--- config.mk ---
export PLATFORM = sky130hd
export DESIGN_NAME = generador_frec
export DESIGN_NICKNAME = d
export VERILOG_FILES = /design/src/rtl/generador_frec_pkg.sv /design/src/rtl/generador_frec_contador_fase.sv /design/src/rtl/generador_frec.sv
export SDC_FILE = /design/constraint.sdc
export NUM_CORES = 1
export LEC_CHECK = 0
export CAP_MARGIN = 25
export CORE_ASPECT_RATIO = 0.7
export CORE_MARGIN = 10
export CORE_UTILIZATION = 60
export DETAILED_ROUTE_END_ITERATION = 16
export PLACE_DENSITY = 0.85
export RECOVER_POWER = 100
export SYNTH_ARGS = -nofsm -noshare
export SYNTH_HDL_FRONTEND = slang
export SYNTH_SLANG_ARGS = --single-unit
--- constraint.sdc ---
create_clock -name clock -period 10 [get_ports clock]
set_input_delay 2.5 -clock clock [delete_from_list [all_inputs] [get_ports clock]]
set_output_delay 2.5 -clock clock [all_outputs]
set_load 0.02 [all_outputs]
--- src/rtl/generador_frec_pkg.sv ---
// generador_frec shared definitions.
// FSM state encoding and the minimum half-period.
package generador_frec_pkg;

    typedef enum logic [1:0] {
        ST_IDLE,
        ST_HIGH,
        ST_LOW,
        ST_DONE
    } estado_t;

    localparam int unsigned H_MIN = 1;

endpackage

--- src/rtl/generador_frec_contador_fase.sv ---
// Loadable phase down-counter for generador_frec.
// Shared by the HIGH and LOW phases; zero marks phase end.
module contador_fase #(
    parameter int CNT_WIDTH = 32
) (
    input  logic                 clock,
    input  logic                 reset,
    input  logic                 load,
    input  logic                 en,
    input  logic [CNT_WIDTH-1:0] load_value,
    output logic [CNT_WIDTH-1:0] value,
    output logic                 zero
);

    logic [CNT_WIDTH-1:0] r_value;

    // Load has priority; otherwise count down and park at zero.
    always_ff @(posedge clock or posedge reset) begin
        if (reset) begin
            r_value <= '0;
        end else if (load) begin
            r_value <= load_value;
        end else if (en && (r_value != '0)) begin
            r_value <= r_value - CNT_WIDTH'(1);
        end
    end

    assign value = r_value;
    assign zero  = (r_value == '0);

endmodule

--- src/rtl/generador_frec.sv ---
// Programmable square-wave generator (burst or continuous).
// FSM, latched H/N, completed-period counter, registered outputs.
module generador_frec
    import generador_frec_pkg::*;
#(
    parameter int CNT_WIDTH  = 32,
    parameter int NCYC_WIDTH = 32
) (
    input  logic                  clock,
    input  logic                  reset,
    input  logic                  start,
    input  logic                  stop,
    input  logic [CNT_WIDTH-1:0]  half_period,
    input  logic [NCYC_WIDTH-1:0] n_cycles,
    output logic                  clock_out,
    output logic                  busy,
    output logic                  done,
    output logic [NCYC_WIDTH-1:0] cycles_out
);

    estado_t               r_state;
    logic [CNT_WIDTH-1:0]  r_h;
    logic [NCYC_WIDTH-1:0] r_n;
    logic [NCYC_WIDTH-1:0] r_cycles;
    logic                  r_clk;
    logic                  r_done;

    logic                  w_run;
    logic                  w_accept;
    logic                  w_phase_end;
    logic                  w_load;
    logic [CNT_WIDTH-1:0]  w_h_eff;
    logic [CNT_WIDTH-1:0]  w_load_value;
    logic [CNT_WIDTH-1:0]  w_cnt_value;
    logic                  w_cnt_zero;
    logic [NCYC_WIDTH-1:0] w_cycles_nxt;

    assign w_h_eff = (half_period < CNT_WIDTH'(H_MIN))
                   ? CNT_WIDTH'(H_MIN) : half_period;

    assign w_run        = (r_state == ST_HIGH) || (r_state == ST_LOW);
    assign w_accept     = (r_state == ST_IDLE) && start && !stop;
    assign w_phase_end  = w_run && w_cnt_zero && !stop;
    assign w_load       = w_accept || w_phase_end;
    assign w_load_value = w_accept ? (w_h_eff - CNT_WIDTH'(1))
                                   : (r_h - CNT_WIDTH'(1));
    assign w_cycles_nxt = r_cycles + NCYC_WIDTH'(1);

    contador_fase #(
        .CNT_WIDTH (CNT_WIDTH)
    ) u_fase (
        .clock      (clock),
        .reset      (reset),
        .load       (w_load),
        .en         (w_run),
        .load_value (w_load_value),
        .value      (w_cnt_value),
        .zero       (w_cnt_zero)
    );

    // Sequencer: phase switching, period counting, burst end and abort.
    always_ff @(posedge clock or posedge reset) begin
        if (reset) begin
            r_state  <= ST_IDLE;
            r_h      <= CNT_WIDTH'(H_MIN);
            r_n      <= '0;
            r_cycles <= '0;
            r_clk    <= 1'b0;
            r_done   <= 1'b0;
        end else begin
            r_done <= 1'b0;
            unique case (r_state)
                ST_IDLE: begin
                    if (w_accept) begin
                        r_h      <= w_h_eff;
                        r_n      <= n_cycles;
                        r_cycles <= '0;
                        r_clk    <= 1'b1;
                        r_state  <= ST_HIGH;
                    end
                end
                ST_HIGH: begin
                    if (stop) begin
                        r_clk   <= 1'b0;
                        r_state <= ST_IDLE;
                    end else if (w_cnt_zero) begin
                        r_clk   <= 1'b0;
                        r_state <= ST_LOW;
                    end
                end
                ST_LOW: begin
                    if (stop) begin
                        r_clk   <= 1'b0;
                        r_state <= ST_IDLE;
                    end else if (w_cnt_zero) begin
                        r_cycles <= w_cycles_nxt;
                        if ((r_n != '0) && (w_cycles_nxt == r_n)) begin
                            r_done  <= 1'b1;
                            r_state <= ST_DONE;
                        end else begin
                            r_clk   <= 1'b1;
                            r_state <= ST_HIGH;
                        end
                    end
                end
                ST_DONE: begin
                    r_state <= ST_IDLE;
                end
                default: begin
                    r_clk   <= 1'b0;
                    r_state <= ST_IDLE;
                end
            endcase
        end
    end

    assign clock_out  = r_clk;
    assign busy       = w_run;
    assign done       = r_done;
    assign cycles_out = r_cycles;

endmodule

==> summary.md <==
| Metric | Value |
|---|---|
| CP cell instances | `dlygate4sd3_1 > and3b_1 > clkbuf_1 > nand3b_1 > or2_2 > o22ai_2 > a31oi_1 > or4b_1 > or4_1 > o211ai_1` |
| Reg2reg setup slack | `4.10 ns` |
| Reg clk slew, reported paths | `0.07 ns` |
| CTS tree | `yes` |
| Tcrit/Tclk final | `77.9%` |
| Max_cap viols | `5` |
| Slowest stage delay, CP | `1.30 ns` |
| Fill cells | `1075` |
| Seq cells post-synth | `132` |
| Dpl hpwl | `18200 um` |
| Remaining DRCs | `0` |
| Antenna-violating nets left | `0` |
| Slew headroom | `-73.6%` |
| Pre-CTS WS | `3.20 ns` |
| Pwr dens | `255 nW/um^2` |
| Avg Synthesized Cell Area | `8.37 um^2` |
| HP Class | `flop to flop` |
| Initial antenna violation count | `0` |
| RSZ-0062 raised after global routing | `false` |
| Register area share after synthesis | `38.5%` |
| Syn nets | `1100` |
| Port bufs | `102` |
| Leakage | `4.35 nW` |
| First-pass GRT wire length | `41900 um` |
| Layout area overhead | `20.2%` |
| Failing checks | `capacitance limit, slew limit` |
| Vias | `8461` |
| Die H | `120 um` |
| Max Slew Vio Count | `213` |
| Final instance area | `10300 um^2` |
| Die footprint | `19600 um^2` |
| H-tree depth | `4` |
| Gr usage total | `26.1%` |
| Levels on crit path | `10` |
| Final WS setup | `2.21 ns` |
| Clock Skew | `0.0144 ns` |
| Sinks on Clock Net | `132` |
| Top delay family on crit path | `simple AND/OR/NAND/NOR gates` |
| Crit start category | `primary input` |
| WL final | `26300 um` |
| Maximum VDD drop | `0.153 mV` |
| Synth area leaders | `dfrtp_1, nand2_1, xnor2_1` |
| Post-synth EDFFs | `0` |
| Fin. Hold Viols | `0` |
| # hold bufs at CTS | `0` |
| Largest net degree at the start of global routing | `77` |
| DR vias/cell | `6.46` |
| Post-cts sizing count | `0` |
| Number of inserted diodes | `0` |
| Crit end category | `flop` |
| CP max FO | `40` |
| WHS | `0.502 ns` |
| Root buf cell | `clkbuf_16` |
| Synth Warn # | `0` |
| Status | `finished, violations left` |
| Vias in the first global route | `7896` |
| Prevailing post-synth register cell | `dfrtp_1` |
| Gp weighted congestion | `0.965` |
| Post-CTS Setup Bufs | `0` |
| Total CTS buffers | `17` |
| RR Endpoint | `u_fase.value[25]$_DFFE_PP0P_` |
| Async set or reset register ratio after synthesis | `100%` |
| Crit path capture | `u_fase.value[25]$_DFFE_PP0P_` |
| Initial detailed-routing violation count | `1209` |
| GR Overflow Total | `0` |
| Worst EP required | `10.34 ns` |
| Core Footprint | `14000 um^2` |
| Setup TNS | `0 ns` |
| Max Freq | `128 MHz` |
| Post-Synthesis Cell Area | `8590 um^2` |
| Worst-margin pin slew | `2.59 ns` |
| DRT Pass-1 Iters | `6` |
| Placed cell area | `9730 um^2` |
| Min cycle time layout | `7.79 ns` |
| Crit path DAT | `8.13 ns` |
| Cells after synthesis | `1026` |
| Placement row count | `36` |
| Worst-skew pair later-pin latency | `0.42 ns` |
| Worst path buffer plus inverter count | `2` |
| Worst R2R Start | `r_state[0]$_DFFE_PP0P_` |
| Maximum root-to-sink buffer count | `2` |
| Fraction of layout cells with a size suffix above 1 | `6.16%` |
| Die width | `163 um` |
| CP Launch Point | `stop` |
| Starting density of the core | `61.5%` |
| Critical Path Slowest Stage Cell | `and3b_1` |
| WL/cell | `20.1 um` |
| Depth of the most critical reg-to-reg path | `11` |
| Synth top area share | `38.2%` |
| Area leader, netlist | `dfrtp_1` |
| Crit path kind | `primary input to flop` |
| Final setup vio count | `0` |
| Num ports | `103` |
| Total Nets Final | `1182` |
| Yosys cell types | `72` |
==> metal layers <==
layer / wire length, um / global-route usage, % / share of wire (%)
met5: 0 / 0 / 0
met4: 423 / 7.13 / 1.6
met3: 3300 / 7.82 / 13
met2: 11300 / 37.6 / 43
met1: 11300 / 37.2 / 43
==> synth_stat cells (3+ instances only) <==
library cell and n:
and3_1 16, o41ai_1 10, or4_4 3, nand2b_1 4, nor2b_1 3, o21ai_0 60, ha_1 6, o211ai_1 7
and4_1 4, nor4_1 31, mux2i_1 42, dfrtp_1 131, or4_1 10, nor4_2 3, a211oi_1 11, nor2_1 80
mux2_2 5, buf_1 9, a21oi_1 43, clkbuf_1 32, nand3b_1 3, xnor2_1 74, a21o_1 5, nor3_1 51
inv_1 27, or3_1 15, nand4_1 24, nand2_1 186, o31ai_1 15, buf_2 5, nand3_1 24, xor2_1 20
a31oi_1 13, buf_4 3
==> where the power goes <==
| group | switching (mW) | internal (mW) | total, mW |
|---|---|---|---|
| clock network | 0.255 | 0.424 | 0.679 |
| logic | 0.612 | 0.404 | 1.02 |
| registers | 0.209 | 0.733 | 0.943 |
| total | 1.08 | 1.56 | 2.64 |
==> kinds of logic (layout without fill, tap and decap cells) <==
group / count (synthesis) / in the layout / synth area share (%)
flip-flops: 132 / 132 / 38.5
buffers and inverters: 81 / 175 / 3.95
multiplexers: 48 / 48 / 5.68
XOR/XNOR: 94 / 94 / 9.58
AND/OR/NAND/NOR: 474 / 474 / 27.1
AO/OA/AOI/OAI: 191 / 191 / 14.4
adder cells (fa/ha/maj): 6 / 6 / 0.874
==> stage by stage <==
| stage | util [%] | std cells | power, mW |
|---|---|---|---|
| after floorplan | - | 1026 | 1.62 |
| after global placement | 69.7 | 1278 | 1.89 |
| after detailed placement | 69.7 | 1278 | 1.92 |
| after CTS | 74.1 | 1309 | 2.61 |
| after global routing | 74.0 | 1310 | 2.78 |
| final | 74.0 | 1310 | 2.64 |
==> layout by cell type, fill, tap and decap left out, types with 6 or more instances in the layout <==
cell | netlist | routed
o211ai_1 | 7 | 7
o41ai_1 | 10 | 10
mux2i_1 | 42 | 42
and3_1 | 16 | 16
nand4_1 | 24 | 24
nand3_1 | 24 | 24
buf_4 | 3 | 9
nor4_1 | 31 | 31
a211oi_1 | 11 | 11
clkbuf_16 | 0 | 17
clkdlybuf4s50_1 | 0 | 65
a21oi_1 | 43 | 43
o31ai_1 | 15 | 15
dfrtp_1 | 131 | 131
xnor2_1 | 74 | 74
nand2_1 | 186 | 186
dlygate4sd3_1 | 0 | 37
ha_1 | 6 | 6
a31oi_1 | 13 | 14
nor3_1 | 51 | 51
o21ai_0 | 60 | 61
xor2_1 | 20 | 20
or3_1 | 15 | 15
inv_1 | 27 | 26
nor2_1 | 80 | 79
or4_1 | 10 | 10
==> flip-flops by register name (all words and copies together) (netlist names) <==
register and flops:
done 1, r_h 32, r_n 32, r_state 2
cycles_out 32, u_fase.value 32, clock_out 1
==> worst min-delay path by stage <==
stage,cells past startpoint,slack [ns],endpoint,from
after global placement,2,0.49,r_h[1]$_DFFE_PP0P_,r_h[1]$_DFFE_PP0P_
after detailed placement,2,0.49,r_h[1]$_DFFE_PP0P_,r_h[1]$_DFFE_PP0P_
final,2,0.50,r_h[1]$_DFFE_PP0P_,r_h[1]$_DFFE_PP0P_
after global routing,2,0.54,r_h[1]$_DFFE_PP0P_,r_h[1]$_DFFE_PP0P_
after CTS,2,0.51,r_h[1]$_DFFE_PP0P_,r_h[1]$_DFFE_PP0P_
after floorplan,2,0.46,r_h[31]$_DFFE_PP0P_,r_h[31]$_DFFE_PP0P_
==> area by class of cell <==
type / count / area (um^2) / area share (%)
clock buffers: 19 / 443 / 4.29
clock inverters: 12 / 179 / 1.73
inverters: 28 / 106 / 1.03
multi-input cells: 813 / 4930 / 47.8
flip-flops and latches: 132 / 3300 / 32.0
well taps: 190 / 238 / 2.30
repair buffers: 116 / 1120 / 10.9
==> worst reg2reg max path: stages, from the launching register on <==
cell and delay (ns):
dfrtp_1 0.42, inv_1 0.11, ha_1 0.32, and3b_1 1.28
clkbuf_1 1.25, nand3b_1 0.18, or2_2 0.37, o22ai_2 0.35
a31oi_1 0.37, or4b_1 0.67, or4_1 0.42, o211ai_1 0.09
(Power assumes the default switching activity.)
